`config.mk`:
```
export PLATFORM = sky130hd
export DESIGN_NAME = cr_field_file_flat
export DESIGN_NICKNAME = d
export VERILOG_FILES = /design/src/rtl/cr_field_file_if.sv /design/src/rtl/cr_field_file.sv /design/src/flat_wrapper.sv
export SDC_FILE = /design/constraint.sdc
export NUM_CORES = 1
export LEC_CHECK = 0
export BUFFER_PORTS_ARGS = -buffer_cell sky130_fd_sc_hd__buf_2
export CAP_MARGIN = 0
export CELL_PAD_IN_SITES_DETAIL_PLACEMENT = 1
export CELL_PAD_IN_SITES_GLOBAL_PLACEMENT = 2
export CORE_MARGIN = 2
export CORE_UTILIZATION = 30
export CTS_CLUSTER_DIAMETER = 30
export DETAILED_ROUTE_END_ITERATION = 10
export GPL_TIMING_DRIVEN = 0
export PLACE_DENSITY_LB_ADDON = 0.15
export SLEW_MARGIN = 20
export SYNTH_ARGS = -nofsm -noshare
export SYNTH_HDL_FRONTEND = slang
export SYNTH_SLANG_ARGS = --single-unit
```
`constraint.sdc`:
```
create_clock -name clk -period 3.65 [get_ports clk]
set_clock_uncertainty 0.15 [all_clocks]
set_input_delay 0.5475 -clock clk [delete_from_list [all_inputs] [get_ports clk]]
set_output_delay 0.5475 -clock clk [all_outputs]
set_load 0.005 [all_outputs]
```
`src/rtl/cr_field_file_if.sv`:
```
// Bus bundle for the CR field file: issue/hazard handshake, retire ports
// (compare, writeback, CR-logical) and the registered CR / pending views.
interface cr_field_file_if;
  logic        iss_vld;
  logic [0:7]  iss_wr_oh;
  logic [0:7]  iss_rd_oh;
  logic        stall;
  logic        cmp_vld;
  logic [0:7]  cmp_fld_oh;
  logic [0:3]  cmp_res;
  logic        wb_vld;
  logic [0:7]  wb_mask;
  logic [0:31] wb_data;
  logic        crop_vld;
  logic [0:2]  crop_op;
  logic [0:4]  crop_ba;
  logic [0:4]  crop_bb;
  logic [0:4]  crop_bt;
  logic [0:31] cr_out;
  logic [0:7]  pend_out;

  modport master (
    output iss_vld, iss_wr_oh, iss_rd_oh,
    output cmp_vld, cmp_fld_oh, cmp_res,
    output wb_vld, wb_mask, wb_data,
    output crop_vld, crop_op, crop_ba, crop_bb, crop_bt,
    input  stall, cr_out, pend_out
  );

  modport slave (
    input  iss_vld, iss_wr_oh, iss_rd_oh,
    input  cmp_vld, cmp_fld_oh, cmp_res,
    input  wb_vld, wb_mask, wb_data,
    input  crop_vld, crop_op, crop_ba, crop_bb, crop_bt,
    output stall, cr_out, pend_out
  );
endinterface

```
`src/rtl/cr_field_file.sv`:
```
// PowerPC condition register file with per-field writer scoreboard,
// RAW/WAW issue stall and a two-stage CR-logical pipeline. Big-endian bit order.
module cr_field_file #(
  parameter logic [0:31] RST_VAL = 32'h0000_0000
) (
  input  logic           clk,
  input  logic           rst_n,
  cr_field_file_if.slave bus
);

  logic [0:31] cr_q, cr_d, cr_fld_s;
  logic [0:7]  pend_q, pend_d;
  logic        c_vld_q, c_vld_d;
  logic        c_bit_q, c_bit_d;
  logic [0:4]  c_bt_q, c_bt_d;
  logic [0:7]  haz_s, pend_clr_s, pend_set_s;
  logic        stall_s;

  function automatic logic [0:7] fld_oh(input logic [0:2] idx);
    logic [0:7] oh;
    oh      = 8'h00;
    oh[idx] = 1'b1;
    return oh;
  endfunction

  function automatic logic crop_eval(input logic [0:2] op, input logic a, input logic b);
    logic r;
    case (op)
      3'b000:  r = a & b;
      3'b001:  r = a | b;
      3'b010:  r = a ^ b;
      3'b011:  r = ~(a & b);
      3'b100:  r = ~(a | b);
      3'b101:  r = ~(a ^ b);
      3'b110:  r = a & ~b;
      3'b111:  r = a | ~b;
      default: r = 1'b0;
    endcase
    return r;
  endfunction

  // An in-flight crop target counts as an outstanding writer of its field.
  always_comb begin
    if (c_vld_q) begin
      haz_s = pend_q | fld_oh(c_bt_q[0:2]);
    end else begin
      haz_s = pend_q;
    end
    stall_s = bus.iss_vld & (|((bus.iss_rd_oh | bus.iss_wr_oh) & haz_s));
  end

  // Next CR: crop stage 2 beats cmp, cmp beats wb.
  always_comb begin
    cr_fld_s = cr_q;
    for (int i = 0; i < 8; i++) begin
      if (bus.cmp_vld && bus.cmp_fld_oh[i]) begin
        cr_fld_s[4*i +: 4] = bus.cmp_res;
      end else if (bus.wb_vld && bus.wb_mask[i]) begin
        cr_fld_s[4*i +: 4] = bus.wb_data[4*i +: 4];
      end else begin
        cr_fld_s[4*i +: 4] = cr_q[4*i +: 4];
      end
    end
    cr_d = cr_fld_s;
    if (c_vld_q) begin
      cr_d[c_bt_q] = c_bit_q;
    end else begin
      cr_d[c_bt_q] = cr_fld_s[c_bt_q];
    end
  end

  // Scoreboard: an accepted issue sets its fields after all clears.
  always_comb begin
    pend_clr_s = 8'h00;
    if (bus.wb_vld) begin
      pend_clr_s = pend_clr_s | bus.wb_mask;
    end else begin
      pend_clr_s = pend_clr_s;
    end
    if (bus.cmp_vld) begin
      pend_clr_s = pend_clr_s | bus.cmp_fld_oh;
    end else begin
      pend_clr_s = pend_clr_s;
    end
    if (c_vld_q) begin
      pend_clr_s = pend_clr_s | fld_oh(c_bt_q[0:2]);
    end else begin
      pend_clr_s = pend_clr_s;
    end
    if (bus.iss_vld && !stall_s) begin
      pend_set_s = bus.iss_wr_oh;
    end else begin
      pend_set_s = 8'h00;
    end
    pend_d = (pend_q & ~pend_clr_s) | pend_set_s;
  end

  // Crop stage 1 reads sources from the registered CR only.
  always_comb begin
    if (bus.crop_vld) begin
      c_vld_d = 1'b1;
      c_bit_d = crop_eval(bus.crop_op, cr_q[bus.crop_ba], cr_q[bus.crop_bb]);
      c_bt_d  = bus.crop_bt;
    end else begin
      c_vld_d = 1'b0;
      c_bit_d = c_bit_q;
      c_bt_d  = c_bt_q;
    end
  end

  // State registers.
  always_ff @(posedge clk or negedge rst_n) begin
    if (!rst_n) begin
      cr_q    <= RST_VAL;
      pend_q  <= 8'h00;
      c_vld_q <= 1'b0;
      c_bit_q <= 1'b0;
      c_bt_q  <= 5'd0;
    end else begin
      cr_q    <= cr_d;
      pend_q  <= pend_d;
      c_vld_q <= c_vld_d;
      c_bit_q <= c_bit_d;
      c_bt_q  <= c_bt_d;
    end
  end

  assign bus.stall    = stall_s;
  assign bus.cr_out   = cr_q;
  assign bus.pend_out = pend_q;

endmodule

```
`src/flat_wrapper.sv`:
```
// flat-port wrapper written by rule: the top's interface ports become plain ports
module cr_field_file_flat 
#(
  parameter logic [0:31] RST_VAL = 32'h0000_0000
)
  (clk, rst_n, bus_iss_vld, bus_iss_wr_oh, bus_iss_rd_oh, bus_cmp_vld, bus_cmp_fld_oh, bus_cmp_res, bus_wb_vld, bus_wb_mask, bus_wb_data, bus_crop_vld, bus_crop_op, bus_crop_ba, bus_crop_bb, bus_crop_bt, bus_stall, bus_cr_out, bus_pend_out);
  cr_field_file_if bus_i ();
  input  logic clk;
  input  logic rst_n;
  input wire logic [$bits(bus_i.iss_vld)-1:0] bus_iss_vld;
  input wire logic [$bits(bus_i.iss_wr_oh)-1:0] bus_iss_wr_oh;
  input wire logic [$bits(bus_i.iss_rd_oh)-1:0] bus_iss_rd_oh;
  input wire logic [$bits(bus_i.cmp_vld)-1:0] bus_cmp_vld;
  input wire logic [$bits(bus_i.cmp_fld_oh)-1:0] bus_cmp_fld_oh;
  input wire logic [$bits(bus_i.cmp_res)-1:0] bus_cmp_res;
  input wire logic [$bits(bus_i.wb_vld)-1:0] bus_wb_vld;
  input wire logic [$bits(bus_i.wb_mask)-1:0] bus_wb_mask;
  input wire logic [$bits(bus_i.wb_data)-1:0] bus_wb_data;
  input wire logic [$bits(bus_i.crop_vld)-1:0] bus_crop_vld;
  input wire logic [$bits(bus_i.crop_op)-1:0] bus_crop_op;
  input wire logic [$bits(bus_i.crop_ba)-1:0] bus_crop_ba;
  input wire logic [$bits(bus_i.crop_bb)-1:0] bus_crop_bb;
  input wire logic [$bits(bus_i.crop_bt)-1:0] bus_crop_bt;
  output wire logic [$bits(bus_i.stall)-1:0] bus_stall;
  output wire logic [$bits(bus_i.cr_out)-1:0] bus_cr_out;
  output wire logic [$bits(bus_i.pend_out)-1:0] bus_pend_out;
  assign bus_i.iss_vld = bus_iss_vld;
  assign bus_i.iss_wr_oh = bus_iss_wr_oh;
  assign bus_i.iss_rd_oh = bus_iss_rd_oh;
  assign bus_i.cmp_vld = bus_cmp_vld;
  assign bus_i.cmp_fld_oh = bus_cmp_fld_oh;
  assign bus_i.cmp_res = bus_cmp_res;
  assign bus_i.wb_vld = bus_wb_vld;
  assign bus_i.wb_mask = bus_wb_mask;
  assign bus_i.wb_data = bus_wb_data;
  assign bus_i.crop_vld = bus_crop_vld;
  assign bus_i.crop_op = bus_crop_op;
  assign bus_i.crop_ba = bus_crop_ba;
  assign bus_i.crop_bb = bus_crop_bb;
  assign bus_i.crop_bt = bus_crop_bt;
  assign bus_stall = bus_i.stall;
  assign bus_cr_out = bus_i.cr_out;
  assign bus_pend_out = bus_i.pend_out;
  cr_field_file #(.RST_VAL(RST_VAL)) u_core (.clk(clk), .rst_n(rst_n), .bus(bus_i));
endmodule
```
### Yosys cells after proc, flatten, opt, wreduce, memory -nomap -nowiden

Cells that the tools add are included.

| word-level totals | value |
|---|---|
| RAM bits | 0 |
| flip-flop bits (word level) | 47 |
| logic and storage cells | 101 |
| memory bits (read-only) | 0 |
| bits in latches | 0 |
| memories kept | 0 |
| output and inout port bits | 41 |

| operators by class | value |
|---|---|
| shift-type cells | 0 |
| divide/modulo/power cells | 0 |
| multiply operators | 0 |
| order comparisons | 6 |
| add/subtract/negate cells | 0 |
| equality and inequality tests | 7 |
| reductions and logical operators | 22 |
| bitwise operators | 22 |
| multiplexer cells | 39 |

Operator list:

| operator | number |
|---|---|
| $bwmux 32 | 2 |
| $mux 4 | 16 |
| $mux 8 | 5 |
| $or 8x8->8 | 5 |
| $mux 32 | 1 |
| $logic_and 1x1->1 | 19 |
| $ge 6x6->1 const B | 3 |
| $not 5->6 | 3 |
| $and 8x8->8 | 2 |
| $bmux 1 s5 | 3 |
| $eq 3x3->1 const B | 4 |
| $mux 1 | 9 |
| $not 8->8 | 1 |
| $pmux 1 s8 | 1 |
| $reduce_or 8->1 | 1 |
| $eq 3x2->1 const B | 2 |
| $lt 6x1->1 const B | 1 |
| $demux 1 s5 | 1 |
| $ge 4x4->1 const B | 1 |
| $lt 4x1->1 const B | 1 |
| $not 1->1 | 4 |
| $not 3->4 | 1 |
| $and 1x1->1 | 3 |
| $demux 1 s3 | 1 |
| 5 further kinds | 6 |

### Logic depth before layout (Yosys ltp)

| logic depth | value |
|---|---|
| depth in word-level cells | 14 |
| mapped depth | 11 |
| depth with buffers taken out | 8 |

### Least setup slack after synthesis

No wires, ideal clock.

| path | value |
|---|---|
| path kind | input-to-reg |
| from | in bus_crop_ba[0] |
| to | reg u_core.c_bit_q |
| stages on the path | 8 |
| path slack | 112 ps |
| arrival time | 3311 ps |
| path buffers | 1 |
| cell sequence | clkbuf_1 -> mux4_2 -> mux4_2 -> mux2i_1 -> ha_1 -> mux2_2 -> mux4_2 -> a21oi_1 |

| on the way | value |
|---|---|
| cells in the longest elaborated chain, start to end | 7 |

RTL lines:

| item | line | RTL |
|---|---|---|
| start: declaration | flat_wrapper.sv:21 | `input wire logic [$bits(bus_i.crop_ba)-1:0] bus_crop_ba;` |
| $not 5->6 (implied by the code) (*) | cr_field_file.sv:102 | `c_bit_d = crop_eval(bus.crop_op, cr_q[bus.crop_ba], cr_q[bus.crop_bb]);` |
| $bmux 1 s5 (*) | cr_field_file.sv:102 |  |
| $mux 1 (implied by the code) (*) (2 in series) | cr_field_file.sv:102 |  |
| $xor 1x1->1 (tied with other cells) | cr_field_file.sv:31, cr_field_file.sv:34 |  |
| $not 1->1 (on tied branches) | cr_field_file.sv:34, cr_field_file.sv:32, cr_field_file.sv:33 |  |
| $pmux 1 s8 (*) | cr_field_file.sv:28 | `case (op)` |
| end signal: assignment | cr_field_file.sv:123 | `c_bit_q <= c_bit_d;` |
| end: declaration | cr_field_file.sv:14 | `logic c_bit_q, c_bit_d;` |

Every way passes the cells marked *; elsewhere a longest branch is shown, timed or not. The select of a mux whose other input is x is not followed.
A chain may end at the register's enable or synchronous reset.

### Final worst setup path

Ends and elaborated chain as after synthesis.

==> reports/metrics.cfg <==
[power]
p_leak_nw = 2.35
power.total_mw = 2.10
power.density_nw_per_um2 = 424
vdd_drop_max_v = 0.000209

[timing]
setup_ws_ns = 0.174
fin_crit_ns = 3.48
setup-tns-final_ns = 0
fmax_mhz = 288
hold_viol_final = 0
slew_violations = 0
rsz0062_at_grt = no
setup_violations = 0
tightest_slew_ns = 0.917
timing.hold.ws_ns = 0.134
finalCritPeriodShare = 0.952
maxSlewHeadroom = 0.381

[synthesis]
yosysWarningCount = 0
ys_seq_area_frac = 0.296
syn-cell-area_um2 = 3970
synth_top_area_cell = dfrtp_1
syn_inst = 439
yosys.area.top_type_share = 0.296
yosys-top-cells-area = dfrtp_1, mux4_2, mux2i_1
syn_area_per_cell_um2 = 9.05
syn_nets = 535
ys_seq_elements = 47
ys_types = 49

[setup_path]
worst_ep_required_time_ns = 3.72
crit_fanout = 8
cp-start-kind = input pin
crit_path_end_kind = flip-flop
path_class = input pin to flip-flop
cp.arrival_ns = 3.54

[hold_path]
hold_path_class = input pin to async pin

[floorplan]
fp.dieArea_um2 = 14200
die_h_um = 119
core_area_um2 = 13100
die_w_um = 119
start_util = 0.304
io_pins = 133
core.rowCount = 42

[detailed_routing]
drtIter0Drc = 255
vias = 4178
drt_pass1_iterations = 4
drc_errors = 0
postRouteAntennaNets = 0
drt-total-wl_um = 17400
routedWlPerCell_um = 23.4
viasPerCell = 5.60

[grt]
overflow = 0
grt_use_total = 0.248
grt_max_degree = 48
grt_pass1_wl_um = 26500
first_global_vias = 4287
antenna_found_initial = 0

[layout]
finalNetCount = 667
final_util = 0.378
syn2layout_area_growth_pct = 24.7
multiInputGateArea_um2 = 2590
drive_gt1_frac = 0.333
register_area_um2 = 1180
n_fill_cell = 1611
antenna_cells = 0

[placed_design]
io_buffers = 125
place_hpwl_um = 13800
place_worst_setup_slack_ns = -0.489
gp_congestion = 0.898

[flow_run]
drv_cap = 0

[clock_network]
cts_setup_buffers = 0
cts_buffer_depth = 2
cts-root-buf = clkbuf_16
cts_hold_buf = 0
path_clk_slew_ns = 0.07
cts.htree.levels = 2
cts.sinks = 47
cts_made_buffers = 5
clk-insertion-delay-late_ns = 0.29
cts_tree = built

[outcome]
outcome = completed

==> report_power, final <==
group | switching [mW] | internal (mW) | leakage, nW | total, mW
combinational | 0.482 | 0.418 | 1.73 | 0.900
sequential | 0.119 | 0.627 | 0.556 | 0.745
clock | 0.208 | 0.248 | 0.0628 | 0.456
total | 0.809 | 1.29 | 2.35 | 2.10
==> Yosys cell counts, drive strengths merged <==
library cell,count
nand2b,2
mux4,21
o221ai,2
a22o,1
mux2i,29
a41oi,1
inv,3
a22oi,2
nor2,37
or4,1
o2bb2ai,2
a31oi,2
ha,4
a211oi,6
o41ai,1
clkbuf,16
o31ai,13
a31o,6
o21a,1
nor2b,5
a21o,5
nand3,26
mux2,6
a21bo,1
o22ai,15
o32ai,5
a21boi,13
buf,18
o2111ai,1
and2,8
nand2,49
and3b,3
a21oi,29
and3,22
nand3b,13
nor3,3
a2111oi,1
a221oi,2
o21ai,11
nor4,2
nand4,1
dfrtp,47
nor3b,3
==> sequential cells by signal (all words and copies together) (netlist names) <==
register,flops
u_core.bus.pend_out,8
u_core.c_bit_q,1
u_core.c_bt_q,5
u_core.c_vld_q,1
u_core.bus.cr_out,32
==> what timing repair did <==
action,CTS,global route
gates resized for setup,2,1
gates cloned,0,0
endpoints found under the setup margin,1,1
hold endpoints to repair,0,0
==> through the flow <==
| stage | instance area [µm²] | instances |
|---|---|---|
| 6_report | 4950 | 746 |
| 5_1_grt | 4950 | 746 |
| 4_1_cts | 4950 | 746 |
| 3_5_place_dp | 4820 | 740 |
| 3_3_place_gp | 4820 | 740 |
| 2_1_floorplan | 3970 | 439 |
==> kinds of logic (layout without fill, tap and decap cells) <==
group | count (synthesis) | count (layout) | share of synthesized area
compound gates | 120 | 120 | 0.209
fa+ha+maj | 4 | 4 | 0.0126
buf+inv | 37 | 168 | 0.0507
flops | 47 | 47 | 0.296
mux | 56 | 56 | 0.209
simple gates | 175 | 175 | 0.223
==> worst paths after layout <==
| kind | from | end | slack, ns | cells after the start |
|---|---|---|---|---|
| max | bus_crop_ba[0] | u_core.c_bit_q | 0.17 | 9 |
| min | rst_n | u_core.bus.pend_out[5] | 0.13 | 1 |
| max reg2reg | u_core.bus.cr_out[30] | u_core.c_bit_q | 0.39 | 8 |
| min reg2reg | u_core.bus.pend_out[4] | u_core.bus.pend_out[4] | 0.40 | 1 |
| max in group asynchronous | rst_n | u_core.bus.cr_out[10] | 2.76 | 1 |
| min in group clk | bus_crop_vld | u_core.c_vld_q | 0.23 | 1 |
==> worst max-delay path, cell delays in order <==
cell      delay (ns)
clkbuf_2        0.31
mux4_2          0.61
mux4_2          0.47
mux2i_1         0.28
inv_1           0.11
ha_1            0.22
mux2_2          0.27
mux4_2          0.53
a21oi_1         0.18
==> cells in the final DEF, fill, tap and decap left out, types with 13 or more instances in the layout <==
cell | Yosys | layout
buf_2 | 10 | 135
nand2_1 | 47 | 47
dfrtp_1 | 47 | 47
nor2_1 | 37 | 37
mux2i_1 | 29 | 29
a21oi_1 | 29 | 29
nand3_1 | 26 | 26
and3_1 | 22 | 22
mux4_2 | 21 | 21
o22ai_1 | 15 | 15
clkbuf_1 | 15 | 14
nand3b_1 | 13 | 13
o31ai_1 | 13 | 13
==> layout make-up <==
cell class / count / area share
Clock buffer: 6 / 0.0260
Sequential cell: 47 / 0.237
Timing Repair Buffer: 125 / 0.127
Multi-Input combinational cell: 355 / 0.524
Buffer: 34 / 0.0389
Tap cell: 176 / 0.0445
Inverter: 3 / 0.00227
==> routing by layer <==
metal | up-vias | GRT usage | wire length [µm]
met5 | - | 0 | 0
met4 | 0 | 0.0565 | 281
met3 | 19 | 0.0287 | 1010
met2 | 125 | 0.422 | 8620
met1 | 2104 | 0.340 | 7520
li1 | 1930 | - | -
(Power assumes the default switching activity.)
